--- src/rtl/hardware_rx.sv ---
// Oversampling serial bit receiver: synchronises din and re-aligns its bit window on every line edge.
// Each window is reduced to one bit by majority vote, presented on dout with a one-cycle vout strobe.
module hardware_rx #(
    parameter int SPB  = 10,
    parameter int SYNC = 2
) (
    input  logic clk,
    input  logic rst,
    input  logic din,
    output logic dout,
    output logic vout
);

    localparam int CW = $clog2(SPB + 1);

    localparam logic [0:0] IDLE = 1'b0;
    localparam logic [0:0] RUN  = 1'b1;

    localparam logic [CW-1:0] HALF = CW'(SPB / 2);
    localparam logic [CW-1:0] FULL = CW'(SPB);
    localparam logic [CW-1:0] ONE  = CW'(1);

    logic [SYNC-1:0] sync_q;
    logic            s;
    logic            s_prev;
    logic            edge_s;

    logic [0:0]      state;
    logic [0:0]      state_d;
    logic [CW-1:0]   phase;
    logic [CW-1:0]   phase_d;
    logic [CW-1:0]   ones;
    logic [CW-1:0]   ones_d;

    logic [CW-1:0]   s_ext;
    logic [CW-1:0]   phase_acc;
    logic [CW-1:0]   ones_acc;
    logic            early_bit;
    logic            full_bit;
    logic            emit;
    logic            bit_d;

    assign s      = sync_q[SYNC-1];
    assign edge_s = s ^ s_prev;
    assign s_ext  = {{(CW-1){1'b0}}, s};

    assign phase_acc = phase + ONE;
    assign ones_acc  = ones + s_ext;

    // Early boundary votes over the held samples only; the edge sample belongs to the next bit.
    assign early_bit = {ones, 1'b0} > {1'b0, phase};
    assign full_bit  = {ones_acc, 1'b0} > {1'b0, FULL};

    always_comb begin
        state_d = state;
        phase_d = phase;
        ones_d  = ones;
        emit    = 1'b0;
        bit_d   = 1'b0;
        case (state)
            IDLE: begin
                if (edge_s) begin
                    state_d = RUN;
                    phase_d = ONE;
                    ones_d  = s_ext;
                end
            end
            default: begin
                if (edge_s && (phase >= HALF)) begin
                    emit    = 1'b1;
                    bit_d   = early_bit;
                    phase_d = ONE;
                    ones_d  = s_ext;
                end else if (edge_s && (phase != '0)) begin
                    // Edge too soon after the last boundary: the previous bit ran long, drop the stub.
                    phase_d = ONE;
                    ones_d  = s_ext;
                end else if (phase_acc == FULL) begin
                    emit    = 1'b1;
                    bit_d   = full_bit;
                    phase_d = '0;
                    ones_d  = '0;
                end else begin
                    phase_d = phase_acc;
                    ones_d  = ones_acc;
                end
            end
        endcase
    end

    always_ff @(posedge clk) begin
        if (!rst) begin
            sync_q <= '0;
            s_prev <= 1'b0;
            state  <= IDLE;
            phase  <= '0;
            ones   <= '0;
            dout   <= 1'b0;
            vout   <= 1'b0;
        end else begin
            sync_q[0] <= din;
            for (int i = 1; i < SYNC; i++) begin
                sync_q[i] <= sync_q[i-1];
            end
            s_prev <= s;
            state  <= state_d;
            phase  <= phase_d;
            ones   <= ones_d;
            vout   <= emit;
            if (emit) begin
                dout <= bit_d;
            end
        end
    end

endmodule

--- config.mk ---
export PLATFORM = sky130hd
export DESIGN_NAME = hardware_rx
export DESIGN_NICKNAME = d
export VERILOG_FILES = /design/src/rtl/hardware_rx.sv
export SDC_FILE = /design/constraint.sdc
export NUM_CORES = 1
export LEC_CHECK = 0
export ABC_CLOCK_PERIOD_IN_PS = 2300
export BUFFER_PORTS_ARGS = -buffer_cell sky130_fd_sc_hd__buf_2
export CORE_UTILIZATION = 26
export DETAILED_ROUTE_END_ITERATION = 7
export GPL_ROUTABILITY_DRIVEN = 1
export GPL_TIMING_DRIVEN = 0
export SYNTH_ARGS = -nofsm -noshare
export SYNTH_HDL_FRONTEND = slang
export SYNTH_SLANG_ARGS = --single-unit
--- constraint.sdc ---
create_clock -name clk -period 2.3 [get_ports clk]
set_input_delay 0.23 -clock clk [delete_from_list [all_inputs] [get_ports clk]]
set_output_delay 0.23 -clock clk [all_outputs]
set_load 0.01 [all_outputs]
After elaboration in Yosys (flattened, before gate mapping)
Cells that the tools add are included.

Bits in writable memories: 0. Bits in registers: 14. ROM bits: 0. Word-level logic and storage cells: 38. Memories: 0. Input port bits: 3. Bits in latches: 0.

Muxes and demuxes: 20. Shifts and indexed selects: 0. Equal/unequal tests: 1. Reduce and logical (&&, ||, !) cells: 4. Bitwise logic cells: 1. Add/subtract/negate cells: 2. Multiply operators: 0. Magnitude comparators: 3. Div/mod/pow operators: 0.

Operator list (count): $mux 4 (10); $mux 1 (10); $gt 5x4->1 (1); $gt 5x4->1 const B (1); $add 4x1->4 (1); $add 4x1->4 const B (1); $eq 4x4->1 const B (1); $ge 4x3->1 const B (1); $reduce_bool 4->1 (1); $logic_and 1x1->1 (2); $reduce_bool 2->1 (1); $xor 1x1->1 (1).

Depth between registers and ports, before layout
Gate-level depths: netlist (run 1).

Depth in word-level cells: 6. Mapped depth: 7. Depth with buffers taken out: 7.

Worst setup path before layout (run 1)
Ideal clock, no wire load.

Kind: reg2reg. Start: register phase[0]. End: register ones[0]. Data arrival time: 1501 ps. Setup time: 120 ps. Path buffers: 0. Setup slack: 679 ps. Data required time: 2180 ps. Stages on the path, launching flop included: 7. Path through: dfxtp_1 inv_1 ha_1 nor3b_2 o21a_1 and3_1 o31a_1.

Word-level cells in the longest chain between the ends: 6.

RTL lines: from (decl) (RTL line 30) `logic [CW-1:0] phase;`; from (signal assigned) (RTL line 107) `phase <= phase_d;`; $add 4x1->4 (RTL line 47) `assign phase_acc = phase + ONE;`; $eq 4x4->1 (RTL line 78) `end else if (phase_acc == FULL) begin`; $mux 4 (RTL line 78); $mux 4 (RTL line 74) `end else if (edge_s && (phase != '0)) begin`; $mux 4 * (RTL line 69) `if (edge_s && (phase >= HALF)) begin`; $mux 4 * (RTL line 60) `case (state)`; to (signal assigned) (RTL line 108) `ones <= ones_d;`; to (decl) (RTL line 32) `logic [CW-1:0] ones;`.

Mark *: on every way between the ends. The rest lies on a longest branch, timed or not. A chain may end at the register's enable or synchronous reset.

Final worst setup path (run 1)
Start: register phase[0]. End: register dout.

Word-level cells in the longest chain between the ends: 6.

RTL lines: $add 4x1->4 (RTL line 47); $eq 4x4->1 (RTL line 78); $mux 1 (RTL line 78); $mux 1 (RTL line 74); $mux 1 (RTL line 69); $mux 1 (RTL line 60); to (signal assigned) (RTL line 111) `dout <= bit_d;`; to (decl) (RTL line 10) `output logic dout,`.

Parallel ways exist; a longest one is shown, timed or not.

==> out/metrics.csv, run 1 <==
stage;metric;value;unit
worst_setup_path;worst path required time;2460;ps
worst_setup_path;CP peak stage delay;440;ps
route;total number of vias;677;
worst_hold_path;depth of the worst hold-timing path;2;
cells_and_area;ANT cells;0;
yosys;Simple-Gate Fraction of Synth Area;19.1;%
sta;Final period util;80.3;%
sta;Setup-failing EPs final;0;
power;Seq pwr share;52.8;%
power;total power;0.490;mW
yosys;Syn Area/Cell;8.66;sq um
clock_network;# H-tree levels;1;
cells_and_area;layout overhead on the synthesized area;11.8;%
sta;final slew viol count;0;
cells_and_area;share of cells above drive strength 1;13.9;%
grt;first-pass GRT wire length;2.87;mm
worst_setup_path;worst path cell trace;inv_1 > ha_1 > nor3b_2 > o21ai_1 > a211oi_1 > o21ai_0 > o32ai_1;
power;Leakage;0.358;nW
placement;# port buffers;4;
worst_hold_path;hold crit path type;input port to register;
grt;initial antenna violation count;0;
sta;Worst-Margin Slew;382;ps
power;Cell Int Power;0.369;mW
worst_setup_path;crit path max fanout;6;
route;Final ANT Viol Nets;0;
yosys;Cells after Synth;93;
floorplanning;row count;19;
placement;Final GP Congestion;0.882;
worst_setup_path;r2r endpoint;dout;
worst_setup_path;WP buf/inv;1;
yosys;Synth Area in XOR/XNOR;3.26;%
worst_hold_path;hold endpoint;sync_q[0];
clock_network;clock root cell;clkbuf_4;
power;net switching power figure;0.121;mW
sta;Final Hold Slack;154;ps
route;wirelength, routed;1.59;mm
yosys;complex-gate fraction of the synthesized area;24.7;%
run_status;status;finished, final reports clean;
sta;Rel. slew slack;74.3;%
clock_network;clk buf depth;2;
placement;DP Wirelength;1.22;mm
yosys;Mapped Area;806;sq um
worst_setup_path;Top Family by Delay on Critical Path;compound AO/OA/AOI/OAI gates;
clock_network;CTS tree;built;
placement;placed cell area;865;sq um
run;max cap viols;0;
yosys;register area share after synthesis;34.8;%
worst_setup_path;type of element capturing the critical path;register;
yosys;Post-synth ARST share;0;%
cells_and_area;fin nets;113;
worst_setup_path;CP max stage cell;dfxtp_1;
clock_network;Post-CTS Hold Fix Bufs;0;
worst_setup_path;Reg2Reg Depth;7;
route;DR iter-0 viols;10;
yosys;Post-Synth Adder-Cell Area;12.4;%
worst_setup_path;Worst EP arrival;2010;ps
grt;number of global-route vias before repair;657;
clock_network;Clock Latency Late Sink;280;ps
floorplanning;number of placed I/O pins;5;
clock_network;Resized cells post-CTS;0;
worst_hold_path;Hold Startpoint;din;
worst_setup_path;FF-to-FF Start;phase[0];
clock_network;setup bufs post-CTS;0;
grt;final global-route overflow total;0;
power;VDD IR max;0.000255;V
cells_and_area;Final Instance Area;901;sq um
worst_setup_path;worst reg2reg setup slack;450;ps
cells_and_area;Core Util, Final;31.6;%
worst_setup_path;kind of critical path;register to register;
yosys;Syn. warnings;0;
sta;setup_tns;0;ps
yosys;Synth Flop Type;dfxtp_1;
yosys;syn nets;104;
sta;Setup Skew;2.81;ps
cells_and_area;FILL cells;316;
sta;Fmax;542;MHz
power;clock power share;36.0;%
floorplanning;starting density of the core;28.2;%
grt;total track usage;11.4;%
route;WL per Instance;12.0;microns
yosys;Post-synth EDFFs;0;
yosys;main combinational cell family by area after synthesis;compound AO/OA/AOI/OAI gates;
route;DR pass1 iterations;4;
cells_and_area;most common cell after layout, fill and taps aside;dfxtp_1;
yosys;register bit count reported by yosys;14;
yosys;Synth cell types;32;
grt;largest net degree at the start of global routing;9;
cells_and_area;commonest non-fill, non-tap cells in the layout;dfxtp_1 (14), inv_1 (8), nor2_1 (8), ha_1 (8), a21oi_1 (7);
clock_network;Num CTS Buffers;3;
power;Logic pwr share;11.2;%
sta;fin crit period;1850;ps
floorplanning;area of the core;2850;sq um
power;Net Sw Frac;24.7;%
clock_network;Clock Pin Slew Worst Setup and Hold Paths;80;ps
route;routed vias/inst;5.13;
floorplanning;Die Footprint;3330;sq um
sta;RSZ-0062 raised after global routing;no;
power;pwr/cell area;544;nW/um^2
floorplanning;Vert. Die Dim;57.7;microns
worst_setup_path;startpoint types;register;
floorplanning;Die W;57.7;microns
route;number of remaining DRC errors;0;
clock_network;# clock sinks;14;
yosys;multiplexer share of the synthesized area;0;%
sta;Final Hold Fails;0;
## final cells by class
type	instances	area, sq um	share of cell area (%)
Multi-Input combinational cell	69	479	53.2
Tap cell	31	38.8	4.31
Inverter	8	30.0	3.33
Buffer	2	16.3	1.81
Timing Repair Buffer	4	20.0	2.22
Sequential cell	14	280	31.1
Clock buffer	4	36.3	4.03
## logic make-up after synthesis
logic type               after synthesis
buffers and inverters                 10
AND/OR/NAND/NOR                       29
AO/OA/AOI/OAI                         29
adder cells (fa/ha/maj)                8
flip-flops                            14
XOR/XNOR                               3
## flip-flops by register name (all words and copies together), names as in the netlist
name    count
ones        4
state       1
dout        1
phase       4
vout        1
s_prev      1
sync_q      2
## stage by stage
step	worst slack, ps	cells
after global routing	268	132
after detailed placement	466	128
after global placement	489	128
final	453	132
after floorplan	679	93
after CTS	457	132
## metal layers
layer / GRT usage, % / share of wire [%] / vias up
li1: - / - / 347
met1: 13.9 / 49 / 320
met2: 18.8 / 47 / 5
met3: 2.01 / 1.0 / 5
met4: 7.14 / 3.2 / 0
met5: 0 / 0 / -
## worst max-delay path by stage
stage                        start  cells after the start  endpoint  slack (ps)
after floorplan           phase[0]                      6   ones[0]         680
after global placement    phase[0]                      7      dout         490
after detailed placement  phase[0]                      7      dout         470
after CTS                 phase[0]                      7      dout         460
after global routing      phase[0]                      7      dout         270
final                     phase[0]                      7      dout         450
## cells in the mapped netlist, drive strengths merged (2+ instances only)
| cell type | count | area share, % |
|---|---|---|
| inv | 8 | 3.7 |
| nor2b | 3 | 2.3 |
| xnor2 | 2 | 2.2 |
| dfxtp | 14 | 35 |
| o211ai | 2 | 1.9 |
| nor2 | 8 | 3.7 |
| nand3 | 3 | 1.9 |
| nor3b | 2 | 2.5 |
| o21ai | 7 | 4.8 |
| and2 | 4 | 3.3 |
| a211oi | 2 | 1.9 |
| nand2 | 6 | 2.8 |
| a21oi | 7 | 4.3 |
| a32oi | 3 | 3.3 |
| ha | 8 | 12 |
| a21o | 2 | 1.9 |
## power groups by stage
| stage | combinational, mW | sequential (mW) | clock [mW] |
|---|---|---|---|
| 3_5_place_dp | 0.0544 | 0.264 | 0 |
| 4_1_cts | 0.0550 | 0.259 | 0.183 |
| 2_1_floorplan | 0.0411 | 0.262 | 0 |
| 6_report | 0.0546 | 0.259 | 0.176 |
| 5_1_grt | 0.0622 | 0.260 | 0.198 |
| 3_3_place_gp | 0.0532 | 0.264 | 0 |
(Power assumes the default switching activity.)
==> run 2: changes to the inputs <==
Settings changed: ABC_CLOCK_PERIOD_IN_PS 2300 to 1600.
Clock period 2.3 ns to 1.6 ns, I/O delays scaled along.
==> run 2 against run 1 <==
Clock power rose by 48%. Register-to-register slack got worse by 380 ps. Combinational power rose by 120%. Maximum frequency rose by 21%. Count of clock-buffer cells in the layout did not move. First-iteration DRC count rose by 20%. Sequential share of layout area fell by 4.7 points. Core utilization rose by 7.4 points. Largest cell class unchanged.
==> out/metrics.csv, run 2 (synthesized netlist as in run 1, its figures left out) <==
stage;metric;value;unit
sta;Final Hold Fails;0;
route;wirelength, routed;1.99;mm
sta;Setup-failing EPs final;0;
worst_setup_path;worst path cell trace;inv_4 > ha_4 > nor3b_4 > o21a_2 > and3_1 > o31a_1;
worst_setup_path;startpoint types;register;
clock_network;clk buf depth;2;
sta;final slew viol count;0;
clock_network;clock root cell;clkbuf_4;
clock_network;CTS tree;built;
power;Leakage;0.428;nW
worst_setup_path;CP max stage cell;dfxtp_4;
run_status;status;finished, final reports clean;
route;number of remaining DRC errors;0;
cells_and_area;non-filler cells, final;143;
floorplanning;row count;19;
floorplanning;area of the core;2850;sq um
worst_hold_path;hold crit path type;input port to register;
cells_and_area;commonest non-fill, non-tap cells in the layout;buf_4 (11), dfxtp_1 (9), nor2_1 (8);
grt;number of global-route vias before repair;727;
grt;first-pass GRT wire length;3.23;mm
sta;Final period util;95.1;%
worst_setup_path;kind of critical path;register to register;
sta;Fmax;657;MHz
grt;total track usage;13.0;%
placement;DP Wirelength;1.16;mm
power;pwr/cell area;677;nW/um^2
placement;# port buffers;4;
worst_setup_path;type of element capturing the critical path;register;
cells_and_area;layout overhead on the synthesized area;38.0;%
cells_and_area;most common cell after layout, fill and taps aside;buf_4;
worst_setup_path;WP buf/inv;1;
worst_setup_path;crit path max fanout;6;
route;WL per Instance;13.9;microns
run;max cap viols;0;
grt;initial antenna violation count;0;
clock_network;Clock Pin Slew Worst Setup and Hold Paths;90;ps
grt;largest net degree at the start of global routing;9;
cells_and_area;fin nets;124;
sta;Worst-Margin Slew;421;ps
cells_and_area;FILL cells;285;
route;routed vias/inst;5.24;
cells_and_area;ANT cells;0;
clock_network;# H-tree levels;1;
floorplanning;starting density of the core;28.2;%
sta;Rel. slew slack;71.8;%
clock_network;Clock Latency Late Sink;280;ps
power;VDD IR max;0.000437;V
floorplanning;number of placed I/O pins;5;
power;total power;0.753;mW
clock_network;# clock sinks;14;
sta;Setup Skew;1.65;ps
grt;final global-route overflow total;0;
floorplanning;Die W;57.7;microns
worst_setup_path;worst reg2reg setup slack;80;ps
clock_network;Num CTS Buffers;3;
cells_and_area;share of cells above drive strength 1;42.0;%
worst_setup_path;Top Family by Delay on Critical Path;compound AO/OA/AOI/OAI gates;
route;DR pass1 iterations;4;
clock_network;Post-CTS Hold Fix Bufs;0;
route;total number of vias;749;
worst_setup_path;worst path required time;1780;ps
sta;fin crit period;1520;ps
worst_setup_path;CP peak stage delay;410;ps
placement;Final GP Congestion;0.873;
worst_setup_path;Worst EP arrival;1710;ps
cells_and_area;largest registers;ones: 4 flops, phase: 4 flops, sync_q: 2 flops;
route;DR iter-0 viols;12;
floorplanning;Die Footprint;3330;sq um
placement;Inst Count DP;128;
floorplanning;Vert. Die Dim;57.7;microns
route;Final ANT Viol Nets;0;
==> run 2: cell type report <==
class	count	area, sq um	area share, %
Timing Repair Buffer	15	103	9.22
Clock buffer	4	36.3	3.26
Inverter	8	32.5	2.92
Tap cell	31	38.8	3.49
Buffer	2	16.3	1.46
Multi-Input combinational cell	69	592	53.2
Sequential cell	14	294	26.4
==> run 2: path summary, 6_finish.rpt <==
| path | start | endpoint | cells past startpoint |
|---|---|---|---|
| worst max register to register | phase[0] | ones[0] | 6 |
| worst max-delay path | phase[0] | ones[0] | 6 |
| worst min-delay path | din | sync_q[0] | 2 |
| worst min register to register | sync_q[0] | sync_q[1] | 1 |
==> run 2: through the flow <==
| stage | setup TNS, ps | utilization [%] | hold WS [ps] | setup WS (ps) | area (sq um) |
|---|---|---|---|---|---|
| floorplan | 0 | - | 282 | 7.10 | 807 |
| global placement | -482 | 30.4 | 371 | -190 | 866 |
| detailed placement | -551 | 30.4 | 374 | -198 | 866 |
| CTS | 0 | 37.0 | 78.8 | 1.00 | 1050 |
| global route | -11.1 | 39.0 | 98.6 | -11.1 | 1110 |
| finish | 0 | 39.0 | 81.3 | 78.1 | 1110 |
==> run 2: timing repair <==
| action | in CTS | in global routing |
|---|---|---|
| endpoints found under the setup margin | 7 | 6 |
| pin swaps | 4 | 8 |
| resized for setup | 21 | 11 |
| endpoints found under the hold margin | 0 | 0 |
| setup buffers | 9 | 2 |
==> run 2: worst reg2reg max path, stage by stage, from the launching register on <==
cell and delay (ps):
dfxtp_4 410, inv_4 60, ha_4 160, nor3b_4 160, o21a_2 200, and3_1 160
o31a_1 280
==> run 2: per-layer routing <==
| metal | vias to the layer above | routed length [microns] | track usage, % |
|---|---|---|---|
| li1 | 371 | - | - |
| met3 | 7 | 25 | 2.01 |
| met5 | - | 0 | 0 |
| met4 | 0 | 55 | 7.14 |
| met2 | 9 | 1050 | 23.4 |
| met1 | 362 | 863 | 14.5 |
==> run 2: where the power goes <==
part	internal [mW]	leakage, nW	switching, mW
clock network	0.139	0.0210	0.121
logic	0.0558	0.290	0.0628
registers	0.357	0.117	0.0177
total	0.552	0.428	0.201
==> run 3: changes to the inputs <==
Settings changed: BUFFER_PORTS_ARGS -buffer_cell sky130_fd_sc_hd__buf_2 to -buffer_cell sky130_fd_sc_hd__buf_4, MAX_ROUTING_LAYER from default to met4.
==> run 3 against run 2 <==
Via count up 1.9%. Core utilization about the same. Clock power up 2%. Clock skew up 4.5 ps. Non-clock buffer count up 1. Combinational power up 3%. Maximum frequency down 4.2%. Total power up 0.89%. Design area up 0.11%. Largest cell class unchanged. Count of clock-buffer cells in the layout unchanged. Flip-flop and latch count unchanged. Sequential share of layout area up 0.083 points.
==> out/metrics.csv, run 3 (synthesized netlist as in run 1, its figures left out) <==
stage;metric;value;unit
sta;setup slack after layout;10.8;ps
clock_network;Clock Pin Slew Worst Setup and Hold Paths;90;ps
cells_and_area;layout overhead on the synthesized area;38.2;%
worst_setup_path;Top Family by Delay on Critical Path;compound AO/OA/AOI/OAI gates;
power;VDD IR max;0.000395;V
run_status;status;finished, final reports clean;
floorplanning;Die Footprint;3330;sq um
worst_setup_path;CP max stage cell;dfxtp_2;
worst_setup_path;Critical Path End;ones[0];
route;total number of vias;763;
route;routed vias/inst;5.30;
power;pwr/cell area;682;nW/um^2
placement;Final GP Congestion;0.892;
worst_setup_path;crit path max fanout;6;
clock_network;# clock sinks;14;
placement;DP Worst Slack;-196;ps
clock_network;# H-tree levels;1;
power;total power;0.760;mW
grt;final global-route overflow total;0;
placement;# port buffers;4;
worst_setup_path;worst path required time;1780;ps
clock_network;CTS tree;built;
floorplanning;Die W;57.7;microns
sta;fin crit period;1590;ps
worst_setup_path;Reg2Reg Depth;7;
worst_setup_path;worst reg2reg setup slack;10;ps
worst_setup_path;critical path depth in cells;7;
route;number of remaining DRC errors;0;
cells_and_area;commonest non-fill, non-tap cells in the layout;buf_4 (16), dfxtp_1 (8), nor2_1 (7);
cells_and_area;largest registers;ones: 4 flops, phase: 4 flops, sync_q: 2 flops;
clock_network;clk buf depth;2;
grt;total track usage;12.7;%
route;Final ANT Viol Nets;0;
clock_network;Num CTS Buffers;3;
worst_setup_path;type of element capturing the critical path;register;
sta;Worst-Margin Slew;364;ps
sta;Final Hold Fails;0;
worst_hold_path;hold crit path type;input port to register;
cells_and_area;most common cell after layout, fill and taps aside;buf_4;
worst_setup_path;CP peak stage delay;330;ps
route;DR iter-0 viols;12;
grt;initial antenna violation count;0;
route;WL per Instance;13.4;microns
worst_setup_path;WP buf/inv;2;
floorplanning;starting density of the core;28.2;%
route;DR pass1 iterations;4;
grt;first-pass GRT wire length;3.12;mm
clock_network;Clock Latency Late Sink;290;ps
cells_and_area;Core Util, Final;39.0;%
worst_setup_path;r2r endpoint;ones[0];
run;max cap viols;0;
sta;Rel. slew slack;75.6;%
sta;RSZ-0062 raised after global routing;yes;
worst_setup_path;startpoint types;register;
worst_setup_path;kind of critical path;register to register;
clock_network;clock root cell;clkbuf_4;
floorplanning;number of placed I/O pins;5;
worst_setup_path;FF-to-FF Start;phase[3];
worst_setup_path;crit path from;phase[3];
floorplanning;area of the core;2850;sq um
floorplanning;Vert. Die Dim;57.7;microns
sta;Setup Skew;6.19;ps
sta;final slew viol count;0;
route;wirelength, routed;1.92;mm
sta;Final period util;99.3;%
sta;Fmax;629;MHz
placement;placed cell area;876;sq um
cells_and_area;Final Instance Area;1110;sq um
grt;largest net degree at the start of global routing;9;
power;Leakage;0.437;nW
cells_and_area;ANT cells;0;
worst_setup_path;Worst EP arrival;1770;ps
cells_and_area;share of cells above drive strength 1;42.5;%
sta;Setup-failing EPs final;0;
worst_setup_path;worst path cell trace;buf_6 > buf_4 > and3b_1 > o21ai_2 > a21o_1 > and3_1 > o31a_1;
placement;DP Wirelength;1.24;mm
floorplanning;row count;19;
cells_and_area;fin nets;125;
grt;number of global-route vias before repair;705;
[run 3: worst min-delay path by stage]
stage / from / endpoint / slack [ps] / cells past startpoint
2_1_floorplan: rst / sync_q[0] / 280 / 1
3_3_place_gp: din / sync_q[0] / 370 / 2
3_5_place_dp: din / sync_q[0] / 380 / 2
4_1_cts: din / sync_q[0] / 70 / 2
5_1_grt: din / sync_q[0] / 80 / 2
6_report: din / sync_q[0] / 80 / 2
[run 3: metrics by stage]
stage,hold WS [ps],TNS (ps),instances
after floorplan,282,0,93
after global placement,374,-495,128
after global routing,77.2,-70.5,144
after detailed placement,379,-534,128
after CTS,72.2,-1.52,141
final,77.3,0,144
[run 3: repair_timing]
item	CTS	global route
setup buffers	9	3
hold buffers	0	0
resized for setup	18	13
setup endpoints to repair	6	9
hold endpoints to repair	0	0
pin swaps	6	12
[run 3: layout make-up]
class | count | area (sq um)
well taps | 31 | 38.8
plain buffers | 2 | 16.3
flip-flops and latches | 14 | 295
inverters | 8 | 35.0
repair buffers | 16 | 120
clock buffers | 4 | 36.3
fillers | 288 | 1740
multi-input cells | 69 | 572
[run 3: power breakdown]
group          total (mW)  switching [mW]  internal [mW]  leakage, nW
combinational       0.123          0.0624         0.0603        0.299
clock               0.265           0.126          0.139       0.0210
sequential          0.373          0.0154          0.357        0.118
[run 3: per-layer routing]
| metal | track usage [%] | vias to the layer above | part of all wire, % |
|---|---|---|---|
| met4 | 7.14 | 0 | 2.7 |
| met2 | 22.1 | 18 | 51 |
| met3 | 1.34 | 9 | 1.6 |
| met1 | 14.3 | 366 | 45 |
| li1 | - | 370 | - |
| met5 | - | - | 0 |
